<file path="src/rtl/tausworthe_pkg.sv">
// Shared definitions for the Tausworthe word arbiter: generator width,
// FSM state encoding and the round-robin search helpers.
package tausworthe_pkg;

    localparam int GEN_WIDTH = 32;
    localparam int MAX_REQ   = 8;

    typedef enum logic [1:0] {
        WARM  = 2'd0,
        IDLE  = 2'd1,
        GRANT = 2'd2
    } state_t;

    // Circular first-one search over the lowest n bits of req, starting at
    // ptr (inclusive). Returns {found, index}.
    function automatic logic [3:0] first_one(input logic [MAX_REQ-1:0] req,
                                             input logic [2:0]         ptr,
                                             input int                 n);
        logic [3:0] res;
        int         idx;
        res = '0;
        for (int k = 0; k < MAX_REQ; k++) begin
            idx = (int'(ptr) + k) % n;
            if (!res[3] && (k < n) && req[idx[2:0]]) begin
                res = {1'b1, idx[2:0]};
            end
        end
        return res;
    endfunction

    // Index of the set bit in a one-hot (or zero) vector.
    function automatic logic [2:0] onehot_idx(input logic [MAX_REQ-1:0] oh);
        logic [2:0] idx;
        idx = '0;
        for (int k = 0; k < MAX_REQ; k++) begin
            if (oh[k]) begin
                idx = idx | 3'(k);
            end
        end
        return idx;
    endfunction

endpackage

</file>
<file path="src/rtl/tausworthe_arbiter_rr_pick.sv">
// Combinational round-robin pick: one-hot grant for the first requester
// found circularly from ptr, or zero when nobody is requesting.
module rr_pick
    import tausworthe_pkg::*;
#(
    parameter int NUM_REQ = 4
) (
    input  logic [NUM_REQ-1:0] req,
    input  logic [2:0]         ptr,
    output logic [NUM_REQ-1:0] pick
);

    logic [MAX_REQ-1:0] req_ext;
    logic [3:0]         hit;

    // Widen the request vector to the package search width and decode the hit.
    always_comb begin
        req_ext                = '0;
        req_ext[NUM_REQ-1:0]   = req;
        hit                    = first_one(req_ext, ptr, NUM_REQ);
        pick                   = hit[3] ? (NUM_REQ'(1) << hit[2:0]) : '0;
    end

endmodule

</file>
<file path="src/rtl/tausworthe_arbiter.sv">
// Round-robin distribution of the free-running Tausworthe word stream to
// NUM_REQ consumers, with bounded bursts and a post-reset warm-up period
// during which no words are handed out.
module tausworthe_arbiter
    import tausworthe_pkg::*;
#(
    parameter int NUM_REQ   = 4,
    parameter int WARMUP    = 16,
    parameter int BURST_MAX = 8
) (
    input  logic                 clk,
    input  logic                 rst,
    input  logic                 en,
    input  logic [GEN_WIDTH-1:0] gen_in,
    input  logic [NUM_REQ-1:0]   req,
    output logic [NUM_REQ-1:0]   gnt,
    output logic [GEN_WIDTH-1:0] rnd_data,
    output logic                 rnd_valid,
    output logic                 warm_done
);

    localparam logic [7:0] WARM_LAST  = 8'(WARMUP - 1);
    localparam logic [3:0] BURST_LAST = 4'(BURST_MAX - 1);
    localparam logic [2:0] LAST_IDX   = 3'(NUM_REQ - 1);

    state_t             state, state_nxt;
    logic [7:0]         warm_cnt, warm_cnt_nxt;
    logic [3:0]         burst_cnt, burst_cnt_nxt;
    logic [2:0]         ptr, ptr_nxt, ptr_adv, ptr_arb, cur_idx;
    logic [NUM_REQ-1:0] gnt_nxt, pick;
    logic [MAX_REQ-1:0] gnt_ext;
    logic               warm_last, cur_req, burst_end, arb_ok, warm_done_nxt;

    // Widen the current grant so the package index helper can decode it.
    always_comb begin
        gnt_ext              = '0;
        gnt_ext[NUM_REQ-1:0] = gnt;
    end

    assign cur_idx   = onehot_idx(gnt_ext);
    assign ptr_adv   = (cur_idx == LAST_IDX) ? 3'd0 : cur_idx + 3'd1;
    assign cur_req   = |(gnt & req);
    // A burst closes when the holder lets go, takes its last allowed word,
    // or arbitration is disabled; the final delivery still counts.
    assign burst_end = !cur_req || (burst_cnt == BURST_LAST) || !en;
    assign arb_ok    = en && (|req);
    assign warm_last = (WARMUP == 0) || (warm_cnt == WARM_LAST);
    // In GRANT a new pick only matters on burst end, where the search must
    // already start one past the outgoing holder (same-edge re-arbitration).
    assign ptr_arb   = (state == GRANT) ? ptr_adv : ptr;

    rr_pick #(
        .NUM_REQ (NUM_REQ)
    ) u_pick (
        .req  (req),
        .ptr  (ptr_arb),
        .pick (pick)
    );

    // State register.
    always_ff @(posedge clk or negedge rst) begin
        if (!rst) begin
            state <= WARM;
        end else begin
            state <= state_nxt;
        end
    end

    // Next-state logic.
    always_comb begin
        state_nxt = state;
        case (state)
            WARM:    if (warm_last)             state_nxt = IDLE;
            IDLE:    if (arb_ok)                state_nxt = GRANT;
            GRANT:   if (burst_end && !arb_ok)  state_nxt = IDLE;
            default:                            state_nxt = WARM;
        endcase
    end

    // Next values of grant, counters and pointer for the current state.
    always_comb begin
        gnt_nxt       = '0;
        burst_cnt_nxt = burst_cnt;
        ptr_nxt       = ptr;
        warm_cnt_nxt  = warm_cnt;
        warm_done_nxt = warm_done;
        case (state)
            WARM: begin
                warm_cnt_nxt = warm_cnt + 8'd1;
                if (warm_last) begin
                    warm_done_nxt = 1'b1;
                end
            end
            IDLE: begin
                if (arb_ok) begin
                    gnt_nxt       = pick;
                    burst_cnt_nxt = '0;
                end
            end
            GRANT: begin
                if (!burst_end) begin
                    gnt_nxt       = gnt;
                    burst_cnt_nxt = burst_cnt + 4'd1;
                end else begin
                    ptr_nxt = ptr_adv;
                    if (arb_ok) begin
                        gnt_nxt       = pick;
                        burst_cnt_nxt = '0;
                    end
                end
            end
            default: ;
        endcase
    end

    // Registered grant, valid, counters and warm-up flag.
    always_ff @(posedge clk or negedge rst) begin
        if (!rst) begin
            gnt       <= '0;
            rnd_valid <= 1'b0;
            warm_done <= 1'b0;
            warm_cnt  <= '0;
            burst_cnt <= '0;
            ptr       <= '0;
        end else begin
            gnt       <= gnt_nxt;
            rnd_valid <= |gnt_nxt;
            warm_done <= warm_done_nxt;
            warm_cnt  <= warm_cnt_nxt;
            burst_cnt <= burst_cnt_nxt;
            ptr       <= ptr_nxt;
        end
    end

    // Generator word is captured every cycle whatever the grant state.
    always_ff @(posedge clk or negedge rst) begin
        if (!rst) begin
            rnd_data <= '0;
        end else begin
            rnd_data <= gen_in;
        end
    end

endmodule

</file>
<file path="config.mk">
export PLATFORM = sky130hd
export DESIGN_NAME = tausworthe_arbiter
export DESIGN_NICKNAME = d
export VERILOG_FILES = /design/src/rtl/tausworthe_pkg.sv /design/src/rtl/tausworthe_arbiter_rr_pick.sv /design/src/rtl/tausworthe_arbiter.sv
export SDC_FILE = /design/constraint.sdc
export NUM_CORES = 1
export LEC_CHECK = 0
export ABC_CLOCK_PERIOD_IN_PS = 2700
export CAP_MARGIN = 20
export CORE_AREA = 2 2 71 73
export DETAILED_ROUTE_END_ITERATION = 7
export DIE_AREA = 0 0 73 75
export GPL_TIMING_DRIVEN = 0
export MAX_ROUTING_LAYER = met4
export PLACE_DENSITY = 0.83
export REMOVE_ABC_BUFFERS = 1
export SLEW_MARGIN = 20
export SYNTH_ARGS = -nofsm -noshare
export SYNTH_HDL_FRONTEND = slang
export SYNTH_SLANG_ARGS = --single-unit
</file>
<file path="constraint.sdc">
create_clock -name clk -period 2.7 [get_ports clk]
set_input_delay 0.54 -clock clk [delete_from_list [all_inputs] [get_ports clk]]
set_output_delay 0.54 -clock clk [all_outputs]
set_load 0.05 [all_outputs]
</file>
==> results.sh <==
export IMPL_outcome="completed"
export IMPL_track_usage_pct=16.21
export IMPL_cts_hold_buffers=0
export IMPL_power_density_nw_per_um2=803.6
export IMPL_wl_um=4007
export IMPL_syn_to_final_growth_pct=46.88
export IMPL_viasPerCell=4.960
export IMPL_path_clk_slew_ps=100
export IMPL_worst_ir_drop_vdd_mv=0.4582
export IMPL_post_cts_setup_buffers=0
export IMPL_yosysWarningCount=0
export IMPL_start_util_pct=42.60
export IMPL_drv_cap=0
export IMPL_yosysSeqAreaShare_pct=68.05
export IMPL_end_kind="flip-flop"
export IMPL_synth_edff_count=0
export IMPL_worstPathRequired_ps=2890
export IMPL_cts_root_buf="clkbuf_8"
export IMPL_synthCells=141
export IMPL_worst_slew_pin_slew_ps=647.3
export IMPL_drc_errors=0
export IMPL_slew_headroom_pct=56.85
export IMPL_grt_overflow=0
export IMPL_r2r_cells=7
export IMPL_synth_common_cells="54 x dfrtp_1, 10 x nand2_1, 6 x ha_1, 6 x inv_1"
export IMPL_rsz0062_at_grt="false"
export IMPL_htree_levels=2
export IMPL_cts_buffers=5
export IMPL_first_pass_iters=4
export IMPL_setup_ws_ps=490.0
export IMPL_fmax_ghz=0.4525
export IMPL_die_area_um2=5475
export IMPL_seqPwrFrac_pct=44.2
export IMPL_cts_resized=0
export IMPL_synth_area_per_cell_um2=14.08
export IMPL_dpl_hpwl_um=3023
export IMPL_utilization_pct=62.58
export IMPL_placementRows=25
export IMPL_grt_max_degree=55
export IMPL_final_layout_size_suffix_gt1_share_pct=6.726
export IMPL_clk_path_buf_depth=2
export IMPL_startpoint_type="flip-flop"
export IMPL_p_int_uw=1544
export IMPL_clkPwrFrac_pct=23.4
export IMPL_power_leakage_uw=0.001260
export IMPL_post_place_ws_ps=365.3
export IMPL_synth_main_ff_cell="dfrtp_1"
export IMPL_min_path_type="in2async"
export IMPL_synth_seq_cells=54
export IMPL_grt_pass1_vias=1402
export IMPL_endpoint="gnt[3]"
export IMPL_synth_area_leaders="dfrtp_1 68%, ha_1 3.8%, a32o_1 2.5%, mux2i_1 2.5%, xnor2_1 2.2%"
export IMPL_drt_iter0_drc=92
export IMPL_die_x_um=73
export IMPL_synthMostInstantiatedCell="dfrtp_1"
export IMPL_critical_path_class="reg2reg"
export IMPL_antenna_found_initial=0
export IMPL_fin_skew_ps=9.994
export IMPL_io_buffers=76
export IMPL_whs_ps=257.9
export IMPL_setup_viol=0
export IMPL_antenna_cells=0
export IMPL_clkLatencyLatePin_ps=300
export IMPL_r2r_end="gnt[3]"
export IMPL_cts_tree="done"
export IMPL_ff2ff_setup_slack_ps=490
export IMPL_crit_start="state[0]"
export IMPL_cp_arrival_ps=2400
export IMPL_slew_viol_final=0
export IMPL_coreArea_um2=4661
export IMPL_via_count=1374
export IMPL_grt_first_pass_wirelength_um=6396
export IMPL_syn_cell_area_um2=1986
export IMPL_finalCritPeriodShare_pct=81.85
export IMPL_synth_largest_area_cell="dfrtp_1"
export IMPL_yosysUniqueCellTypes=38
export IMPL_fill_cells=367
export IMPL_finalHoldViolCount=0
export IMPL_final_min_clock_period_ps=2210
export IMPL_routedWlPerCell_um=14.47
export IMPL_fin_nets=267
export IMPL_numClockSinks=54
export IMPL_finalSetupTns_ps=0
export IMPL_worstPathMaxFanout=9
export IMPL_ant_nets=0
export IMPL_swShare_pct=34.13
export IMPL_gp_congestion=0.9197
export IMPL_p_sw_uw=800.0
export IMPL_r2r_start="state[0]"
export IMPL_ios=77
export IMPL_p_comb_share_pct=32.4
export IMPL_ys_async_sr_fraction_pct=100.0
export IMPL_synth_top_area_share_pct=68.05
export IMPL_die_h_um=75
layout by cell type, fill, tap and decap left out, drive strengths merged, types with 2 or more instances in the layout:
master	instances
nand3	2
nand2	10
xor2	3
nand2b	4
xnor2	5
o221a	2
dfrtp	54
mux2i	5
a21oi	5
o21ai	3
a32o	5
a22o	3
ha	6
clkdlybuf4s50	75
nor2	4
o31ai	2
clkbuf	5
inv	8
nand4	3
stage by stage:
stage,power [uW],instance area [um^2],instances
floorplan,1563,1974,139
global placement,1788,2803,269
detailed placement,1815,2800,269
CTS,2367,2917,277
global route,2479,2917,277
finish,2344,2917,277
sequential cells by signal (all words and copies together) (netlist names):
name and cells:
burst_cnt 4, warm_done 1, state 2, rnd_valid 1, warm_cnt 8, rnd_data 32, ptr 2, gnt 4
per-layer routing:
layer	track usage, %	up-vias	part of all wire (%)
met1	18.08	659	40
met2	28.23	49	52
met3	5.087	5	6.6
li1	-	661	-
met4	4.321	0	0.80
met5	-	-	0
final cells by class:
type / count / area [um^2] / share of cell area [%]
clock buffer: 5 / 68.82 / 2.360
clock inverter: 3 / 47.55 / 1.630
inverter: 6 / 22.52 / 0.7722
multi-input combinational: 79 / 600.6 / 20.59
sequential: 54 / 1351 / 46.33
tap: 54 / 67.56 / 2.317
timing repair buffer: 76 / 758.2 / 26.00
power by group through the flow:
| stage | logic (uW) | registers [uW] | clock network (uW) |
|---|---|---|---|
| floorplan | 397 | 1170 | 0 |
| detailed placement | 763 | 1050 | 0 |
| CTS | 767 | 1040 | 563 |
| global route | 829 | 1050 | 597 |
| finish | 760 | 1040 | 549 |
| global placement | 742 | 1050 | 0 |
worst max-delay path, stage by stage, from the launching register on:
cell     delay (ps)
dfrtp_1         410
inv_1           110
ha_1            350
or3b_1          420
a21oi_1         180
mux2i_1         120
o221a_1         260
a32o_1          250
cell families (layout without fill, tap and decap cells):
logic type	Yosys count	in the layout	synth area share [%]
multiplexers	6	6	3.088
buffers and inverters	8	90	1.701
flip-flops	54	54	68.05
AND/OR/NAND/NOR	30	30	8.193
XOR/XNOR	8	8	3.529
AO/OA/AOI/OAI	29	29	11.66
adder cells (fa/ha/maj)	6	6	3.781
how the worst min path moves through the flow:
stage                         start      endpoint  slack (ps)
after floorplan                 rst  burst_cnt[0]         240
after global placement    warm_done     warm_done         450
after detailed placement  warm_done     warm_done         450
after CTS                       rst      state[0]         270
after global routing            rst   warm_cnt[6]         300
final                           rst   warm_cnt[6]         260
No activity file was read; power rests on OpenSTA's default activity.
